## config.mk

```make
export PLATFORM = sky130hd
export DESIGN_NAME = fp_norm_round_flat
export DESIGN_NICKNAME = d
export VERILOG_FILES = /design/src/rtl/fpu_pkg.sv /design/src/rtl/fp_norm_round_if.sv /design/src/rtl/fp_round_rne.sv /design/src/rtl/fp_norm_round.sv /design/src/flat_wrapper.sv
export SDC_FILE = /design/constraint.sdc
export NUM_CORES = 1
export LEC_CHECK = 0
export CORE_ASPECT_RATIO = 0.7
export CORE_MARGIN = 5
export CORE_UTILIZATION = 41
export CTS_CLUSTER_SIZE = 8
export DETAILED_ROUTE_END_ITERATION = 12
export PLACE_DENSITY = 0.67
export SYNTH_ARGS = -nofsm -noshare
export SYNTH_HDL_FRONTEND = slang
export SYNTH_SLANG_ARGS = --single-unit
```

## constraint.sdc

```tcl
create_clock -name clk -period 2.25 [get_ports clk]
set_clock_uncertainty 0.05 [all_clocks]
set_input_delay 0.675 -clock clk [delete_from_list [all_inputs] [get_ports clk]]
set_output_delay 0.675 -clock clk [all_outputs]
set_load 0.01 [all_outputs]
```

## src/rtl/fpu_pkg.sv

```systemverilog
// rtl/fpu_pkg.sv - shared FPU widths, normalize/round FSM states and binary32 layout
package fpu_pkg;

    localparam int EXP_W   = 8;
    localparam int MANT_W  = 24;
    localparam int BIAS    = 127;
    localparam int EXP_MAX = 255;

    typedef enum logic [1:0] {
        IDLE,
        NORM,
        ROUND,
        DONE
    } norm_state_t;

    typedef struct packed {
        logic              sign;
        logic [EXP_W-1:0]  exp;
        logic [MANT_W-2:0] frac;
    } fp32_t;

endpackage

```

## src/rtl/fp_norm_round_if.sv

```systemverilog
// rtl/fp_norm_round_if.sv - operand bundle in, packed binary32 result out, valid/ready on both sides
interface fp_norm_round_if;
    import fpu_pkg::*;

    logic              in_valid;
    logic              in_ready;
    logic              sign_in;
    logic [EXP_W-1:0]  exp_in;
    logic [MANT_W-1:0] mant_in;
    logic              carry_in;
    logic [2:0]        grs_in;

    logic              out_valid;
    logic              out_ready;
    logic [31:0]       result;
    logic              flag_zero;
    logic              flag_ovf;
    logic              flag_unf;

    modport master (
        output in_valid, sign_in, exp_in, mant_in, carry_in, grs_in, out_ready,
        input  in_ready, out_valid, result, flag_zero, flag_ovf, flag_unf
    );

    modport slave (
        input  in_valid, sign_in, exp_in, mant_in, carry_in, grs_in, out_ready,
        output in_ready, out_valid, result, flag_zero, flag_ovf, flag_unf
    );

endinterface

```

## src/rtl/fp_round_rne.sv

```systemverilog
// rtl/fp_round_rne.sv - combinational round-to-nearest-even on a normalized mantissa with g/r/s
module fp_round_rne
    import fpu_pkg::*;
(
    input  logic [MANT_W-1:0] mant_i,
    input  logic [2:0]        grs_i,
    input  logic [EXP_W:0]    exp_i,
    output logic [MANT_W-1:0] mant_o,
    output logic [EXP_W:0]    exp_o,
    output logic              ovf_o
);

    localparam logic [EXP_W:0] EXP_ONE = (EXP_W+1)'(1);
    localparam logic [EXP_W:0] EXP_SAT = (EXP_W+1)'(EXP_MAX);

    logic              inc;
    logic [MANT_W:0]   sum;

    always_comb begin
        inc = grs_i[2] & (grs_i[1] | grs_i[0] | mant_i[0]);
        sum = {1'b0, mant_i} + {{MANT_W{1'b0}}, inc};
        // A carry out of the top bit leaves an all-zero mantissa; renormalize to 1.0.
        if (sum[MANT_W]) begin
            mant_o = {1'b1, {(MANT_W-1){1'b0}}};
            exp_o  = exp_i + EXP_ONE;
        end else begin
            mant_o = sum[MANT_W-1:0];
            exp_o  = exp_i;
        end
        ovf_o = (exp_o >= EXP_SAT);
    end

endmodule

```

## src/rtl/fp_norm_round.sv

```systemverilog
// rtl/fp_norm_round.sv - post-adder stage: iterative renormalize, RNE round, pack binary32
module fp_norm_round
    import fpu_pkg::*;
(
    input  logic           clk,
    input  logic           rst,
    fp_norm_round_if.slave bus
);

    localparam logic [EXP_W:0] EXP_ONE = (EXP_W+1)'(1);

    norm_state_t       state_q, state_d;
    logic [EXP_W:0]    exp_q, exp_d;
    logic [MANT_W-1:0] mant_q, mant_d;
    logic [2:0]        grs_q, grs_d;
    logic              carry_pend_q, carry_pend_d;
    logic              sign_q, sign_d;
    logic              zero_q, zero_d;
    fp32_t             result_q, result_d;
    logic              flag_zero_q, flag_zero_d;
    logic              flag_ovf_q, flag_ovf_d;
    logic              flag_unf_q, flag_unf_d;

    logic              is_zero;
    logic              norm_stop;
    logic [MANT_W-1:0] rnd_mant;
    logic [EXP_W:0]    rnd_exp;
    logic              rnd_ovf;
    logic [EXP_W-1:0]  exp_field;

    assign is_zero   = (mant_q == '0) && (grs_q == '0);
    assign norm_stop = is_zero || mant_q[MANT_W-1] || (exp_q == EXP_ONE);

    fp_round_rne u_round (
        .mant_i (mant_q),
        .grs_i  (grs_q),
        .exp_i  (exp_q),
        .mant_o (rnd_mant),
        .exp_o  (rnd_exp),
        .ovf_o  (rnd_ovf)
    );

    always_ff @(posedge clk) begin
        if (rst) begin
            state_q <= IDLE;
        end else begin
            state_q <= state_d;
        end
    end

    always_comb begin
        state_d = state_q;
        case (state_q)
            IDLE:    if (bus.in_valid) state_d = NORM;
            NORM:    if (carry_pend_q || norm_stop) state_d = ROUND;
            ROUND:   state_d = DONE;
            DONE:    if (bus.out_ready) state_d = IDLE;
            default: state_d = IDLE;
        endcase
    end

    always_comb begin
        bus.in_ready  = (state_q == IDLE);
        bus.out_valid = (state_q == DONE);
        bus.result    = result_q;
        bus.flag_zero = flag_zero_q;
        bus.flag_ovf  = flag_ovf_q;
        bus.flag_unf  = flag_unf_q;
    end

    always_comb begin
        exp_d        = exp_q;
        mant_d       = mant_q;
        grs_d        = grs_q;
        carry_pend_d = carry_pend_q;
        sign_d       = sign_q;
        zero_d       = zero_q;
        result_d     = result_q;
        flag_zero_d  = flag_zero_q;
        flag_ovf_d   = flag_ovf_q;
        flag_unf_d   = flag_unf_q;
        // Subnormals keep a field of 0 unless rounding promoted the hidden bit.
        exp_field    = rnd_mant[MANT_W-1] ? rnd_exp[EXP_W-1:0] : '0;

        case (state_q)
            IDLE: begin
                if (bus.in_valid) begin
                    sign_d       = bus.sign_in;
                    exp_d        = (bus.exp_in == '0) ? EXP_ONE : {1'b0, bus.exp_in};
                    mant_d       = bus.mant_in;
                    grs_d        = bus.grs_in;
                    carry_pend_d = bus.carry_in;
                    zero_d       = 1'b0;
                end
            end
            NORM: begin
                if (carry_pend_q) begin
                    mant_d       = {1'b1, mant_q[MANT_W-1:1]};
                    grs_d        = {mant_q[0], grs_q[2], grs_q[1] | grs_q[0]};
                    exp_d        = exp_q + EXP_ONE;
                    carry_pend_d = 1'b0;
                end else if (is_zero) begin
                    zero_d = 1'b1;
                end else if (!norm_stop) begin
                    // Sticky stays put below a freshly zeroed round bit.
                    mant_d = {mant_q[MANT_W-2:0], grs_q[2]};
                    grs_d  = {grs_q[1], 1'b0, grs_q[0]};
                    exp_d  = exp_q - EXP_ONE;
                end
            end
            ROUND: begin
                if (zero_q) begin
                    result_d    = '0;
                    flag_zero_d = 1'b1;
                    flag_ovf_d  = 1'b0;
                    flag_unf_d  = 1'b0;
                end else if (rnd_ovf) begin
                    result_d.sign = sign_q;
                    result_d.exp  = '1;
                    result_d.frac = '0;
                    flag_zero_d   = 1'b0;
                    flag_ovf_d    = 1'b1;
                    flag_unf_d    = 1'b0;
                end else begin
                    result_d.sign = sign_q;
                    result_d.exp  = exp_field;
                    result_d.frac = rnd_mant[MANT_W-2:0];
                    flag_zero_d   = 1'b0;
                    flag_ovf_d    = 1'b0;
                    flag_unf_d    = (exp_field == '0) && (rnd_mant != '0);
                end
            end
            default: ;
        endcase
    end

    always_ff @(posedge clk) begin
        if (rst) begin
            exp_q        <= '0;
            mant_q       <= '0;
            grs_q        <= '0;
            carry_pend_q <= 1'b0;
            sign_q       <= 1'b0;
            zero_q       <= 1'b0;
            result_q     <= '0;
            flag_zero_q  <= 1'b0;
            flag_ovf_q   <= 1'b0;
            flag_unf_q   <= 1'b0;
        end else begin
            exp_q        <= exp_d;
            mant_q       <= mant_d;
            grs_q        <= grs_d;
            carry_pend_q <= carry_pend_d;
            sign_q       <= sign_d;
            zero_q       <= zero_d;
            result_q     <= result_d;
            flag_zero_q  <= flag_zero_d;
            flag_ovf_q   <= flag_ovf_d;
            flag_unf_q   <= flag_unf_d;
        end
    end

endmodule

```

## src/flat_wrapper.sv

```systemverilog
// flat-port wrapper written by rule: the top's interface ports become plain ports
module fp_norm_round_flat import fpu_pkg::*;
  (clk, rst, bus_in_valid, bus_sign_in, bus_exp_in, bus_mant_in, bus_carry_in, bus_grs_in, bus_out_ready, bus_in_ready, bus_out_valid, bus_result, bus_flag_zero, bus_flag_ovf, bus_flag_unf);
  fp_norm_round_if bus_i ();
  input  logic clk;
  input  logic rst;
  input wire logic [$bits(bus_i.in_valid)-1:0] bus_in_valid;
  input wire logic [$bits(bus_i.sign_in)-1:0] bus_sign_in;
  input wire logic [$bits(bus_i.exp_in)-1:0] bus_exp_in;
  input wire logic [$bits(bus_i.mant_in)-1:0] bus_mant_in;
  input wire logic [$bits(bus_i.carry_in)-1:0] bus_carry_in;
  input wire logic [$bits(bus_i.grs_in)-1:0] bus_grs_in;
  input wire logic [$bits(bus_i.out_ready)-1:0] bus_out_ready;
  output wire logic [$bits(bus_i.in_ready)-1:0] bus_in_ready;
  output wire logic [$bits(bus_i.out_valid)-1:0] bus_out_valid;
  output wire logic [$bits(bus_i.result)-1:0] bus_result;
  output wire logic [$bits(bus_i.flag_zero)-1:0] bus_flag_zero;
  output wire logic [$bits(bus_i.flag_ovf)-1:0] bus_flag_ovf;
  output wire logic [$bits(bus_i.flag_unf)-1:0] bus_flag_unf;
  assign bus_i.in_valid = bus_in_valid;
  assign bus_i.sign_in = bus_sign_in;
  assign bus_i.exp_in = bus_exp_in;
  assign bus_i.mant_in = bus_mant_in;
  assign bus_i.carry_in = bus_carry_in;
  assign bus_i.grs_in = bus_grs_in;
  assign bus_i.out_ready = bus_out_ready;
  assign bus_in_ready = bus_i.in_ready;
  assign bus_out_valid = bus_i.out_valid;
  assign bus_result = bus_i.result;
  assign bus_flag_zero = bus_i.flag_zero;
  assign bus_flag_ovf = bus_i.flag_ovf;
  assign bus_flag_unf = bus_i.flag_unf;
  fp_norm_round u_core (.clk(clk), .rst(rst), .bus(bus_i));
endmodule
```

==> impl_metrics.yaml <==
setup_path:
  critPathArrivalTime_ps: 1470
  cp_max_fo: 4
  required_ps: 1520
  cp_slowest_stage_delay_ps: 530
  path_class: "flop to output port"
  cp_slowest_cell: "clkdlybuf4s50_1"
  crit_chain: "ha_2, clkdlybuf4s50_1"
  end_kind: "output port"
  cp-start-kind: "flop"
synth:
  syn_avg_cell_area_um2: 7.93
  synthesis.instances: 591
  synth-edff-count: 0
  synth_area_um2: 4690
  yosys_warnings: 0
  synth.distinct_cells: 55
  synth_ff_type: "dfxtp_1"
  synthArstFlopShare: 0
  yosysSeqAreaShare: 0.325
  ys_seq_elements: 76
  syn_nets: 639
cts:
  clock-sinks: 76
  cts_tree: "built"
  worst_skew_pair.late_latency_ps: 330
  cts_max_level: 3
  numCtsBuffers: 9
  clk_pin_slew_ps: 60
  cts_root_buf: "clkbuf_16"
  cts_buffer_depth: 2
sta:
  fmax_mhz: 456
  fin_crit_ps: 2190
  min_period_over_period: 0.975
  slew_violations: 0
  worst_pin_slew_ps: 583
  rsz0062_at_grt: "true"
  slew_headroom: 0.611
  setup_viol: 0
  finalHoldViolCount: 0
cells_and_area:
  fin_nets: 773
  fill_cells: 1009
  seqCellArea_um2: 1530
  mostFrequentLayoutCell: "buf_4"
  area_growth_syn_to_layout_pct: 41.1
  layout_common_cells: "buf_4 (97), clkdlybuf4s50_1 (76), nor2_1 (74), dfxtp_1 (71), nand2_1 (55)"
  utilization: 0.597
  n_antenna_cell: 0
  fin_cells: 883
  drive_gt1_frac: 0.232
  multi_input_area_um2: 2940
drt:
  post_drt_wl_per_cell_um: 17.2
  antenna_left: 0
  vias: 4875
  finalWirelength_um: 15200
  dr.pass1.iters: 5
  vias_per_cell: 5.52
  drc: 0
  drtIter0Drc: 419
power:
  p_comb_frac: 0.601
  clockPowerShare: 0.162
  cellLeakagePower_nw: 2.49
  p_sw_mw: 3.85
  power.density_nw_per_um2: 1340
  power.share.sequential: 0.236
  vdd_drop_max_uv: 645
  internal_power_mw: 5.04
  p_sw_frac: 0.433
  power_mw: 8.89
floorplanning:
  dieArea_um2: 13700
  initial_utilization: 0.423
  core_area_um2: 11100
  chipWidth_um: 138
  num_rows: 32
  fp.dieH_um: 99.5
  io_pins: 78
placed_design:
  gp_congestion: 0.951
  io_buffers: 77
  dp.cells: 861
  hpwl_um: 11100
global_routing:
  grt_pass1_wl_um: 24400
  overflow: 0
  grt_usage: 0.222
  antenna_found_initial: 0
  grt_start_max_net_pins: 55
  grt_pass1_vias: 4689
worst_hold_path:
  hold_path.class: "flop to flop"
status:
  status: "finished, final reports clean"
run:
  cap_violations: 0
## synthesized netlist by cell type, types with 2 or more instances
cell	instances	area share
a22oi_1	9	0.014
o41ai_1	2	0.0037
nor4b_1	2	0.0037
nand3_1	15	0.016
nor4_1	8	0.011
nand2_1	55	0.044
a21oi_1	49	0.052
inv_1	7	0.0056
o211ai_1	5	0.0080
ha_1	7	0.019
and4_1	6	0.011
buf_4	2	0.0032
mux2i_1	29	0.062
o21a_1	2	0.0032
and3_1	7	0.0093
nand4_4	2	0.0091
a41oi_1	2	0.0037
buf_2	19	0.020
dfxtp_1	76	0.32
o21ai_0	24	0.026
nor2_1	75	0.060
nand2b_1	5	0.0067
nor2b_1	4	0.0053
nand4_1	11	0.015
a211oi_1	29	0.046
o21ai_2	22	0.041
buf_6	5	0.012
a2111oi_0	2	0.0037
and2_1	4	0.0053
a32oi_1	2	0.0037
xnor2_1	17	0.032
xor2_1	17	0.032
clkbuf_1	31	0.025
nor3_1	18	0.019
## registers in the layout (all words and copies together), names as in the netlist
register	flops
u_core.state_q	2
u_core.zero_q	1
u_core.exp_q	9
u_core.bus.result	32
u_core.bus.flag_zero	1
u_core.grs_q	3
u_core.mant_q	24
u_core.bus.flag_ovf	1
u_core.sign_q	1
u_core.bus.flag_unf	1
u_core.carry_pend_q	1
## path summary, 6_finish.rpt
| path | start | endpoint | slack, ps | cells after the start |
|---|---|---|---|---|
| min reg2reg | u_core.bus.flag_ovf | u_core.bus.flag_ovf | 390 | 2 |
| min | u_core.bus.flag_ovf | u_core.bus.flag_ovf | 390 | 2 |
| max reg2reg | u_core.mant_q[1] | u_core.mant_q[0] | 100 | 10 |
| max | u_core.state_q[1] | bus_out_valid | 60 | 2 |
## what timing repair did
action | 4_1_cts | 5_1_grt
pin swaps | 2 | 5
gates cloned | 1 | 0
endpoints found under the hold margin | 0 | 0
hold buffers | 0 | 0
endpoints found under the setup margin | 28 | 70
buffers inserted | 2 | 3
resized for setup | 7 | 26
## cell type report
class                      count  share of cell area
sequential                    76               0.231
timing repair buffer         180               0.246
inverter                       8             0.00454
clock buffer                  12              0.0373
tap                          153              0.0289
clock inverter                 4             0.00738
multi-input combinational    450               0.445
## worst max-delay path: cells and delay by family (launching register included)
kind | cells | cell delay, ps
adder cells (fa/ha/maj) | 1 | 210
flip-flops | 1 | 390
buffers and inverters | 1 | 530
## per-stage QoR
step                      setup WS [ps]  area (µm²)  TNS [ps]  hold slack, ps
after CTS                         0.121        6520         0             400
after floorplan                     114        4690         0             387
after global placement            -65.1        6160      -190             384
final                              56.8        6620         0             394
after detailed placement           -130        6160     -1640             391
after global routing              -32.8        6620     -85.1             425
## power by group through the flow
stage	sequential [mW]	combinational [mW]	clock (mW)
after floorplan	2.02	3.05	0
after global placement	2.06	4.84	0
after detailed placement	2.08	4.92	0
after CTS	2.06	5.13	1.48
after global routing	2.15	5.81	1.53
final	2.10	5.34	1.44
## logic make-up (layout without fill, tap and decap cells)
family / Yosys count / in the layout / share of synthesized area
AND/OR/NAND/NOR: 219 / 219 / 0.232
AO/OA/AOI/OAI: 159 / 159 / 0.227
adder cells (fa/ha/maj): 7 / 7 / 0.0187
flip-flops: 76 / 76 / 0.325
XOR/XNOR: 35 / 35 / 0.0670
multiplexers: 30 / 30 / 0.0643
buffers and inverters: 65 / 204 / 0.0667
## metal layers
layer | share of wire | track usage | routed length (µm)
met5 | 0 | 0 | 0
met2 | 0.42 | 0.313 | 6310
met1 | 0.48 | 0.331 | 7340
met4 | 0.012 | 0.0486 | 184
met3 | 0.089 | 0.0672 | 1350
No activity file was read; power rests on OpenSTA's default activity.
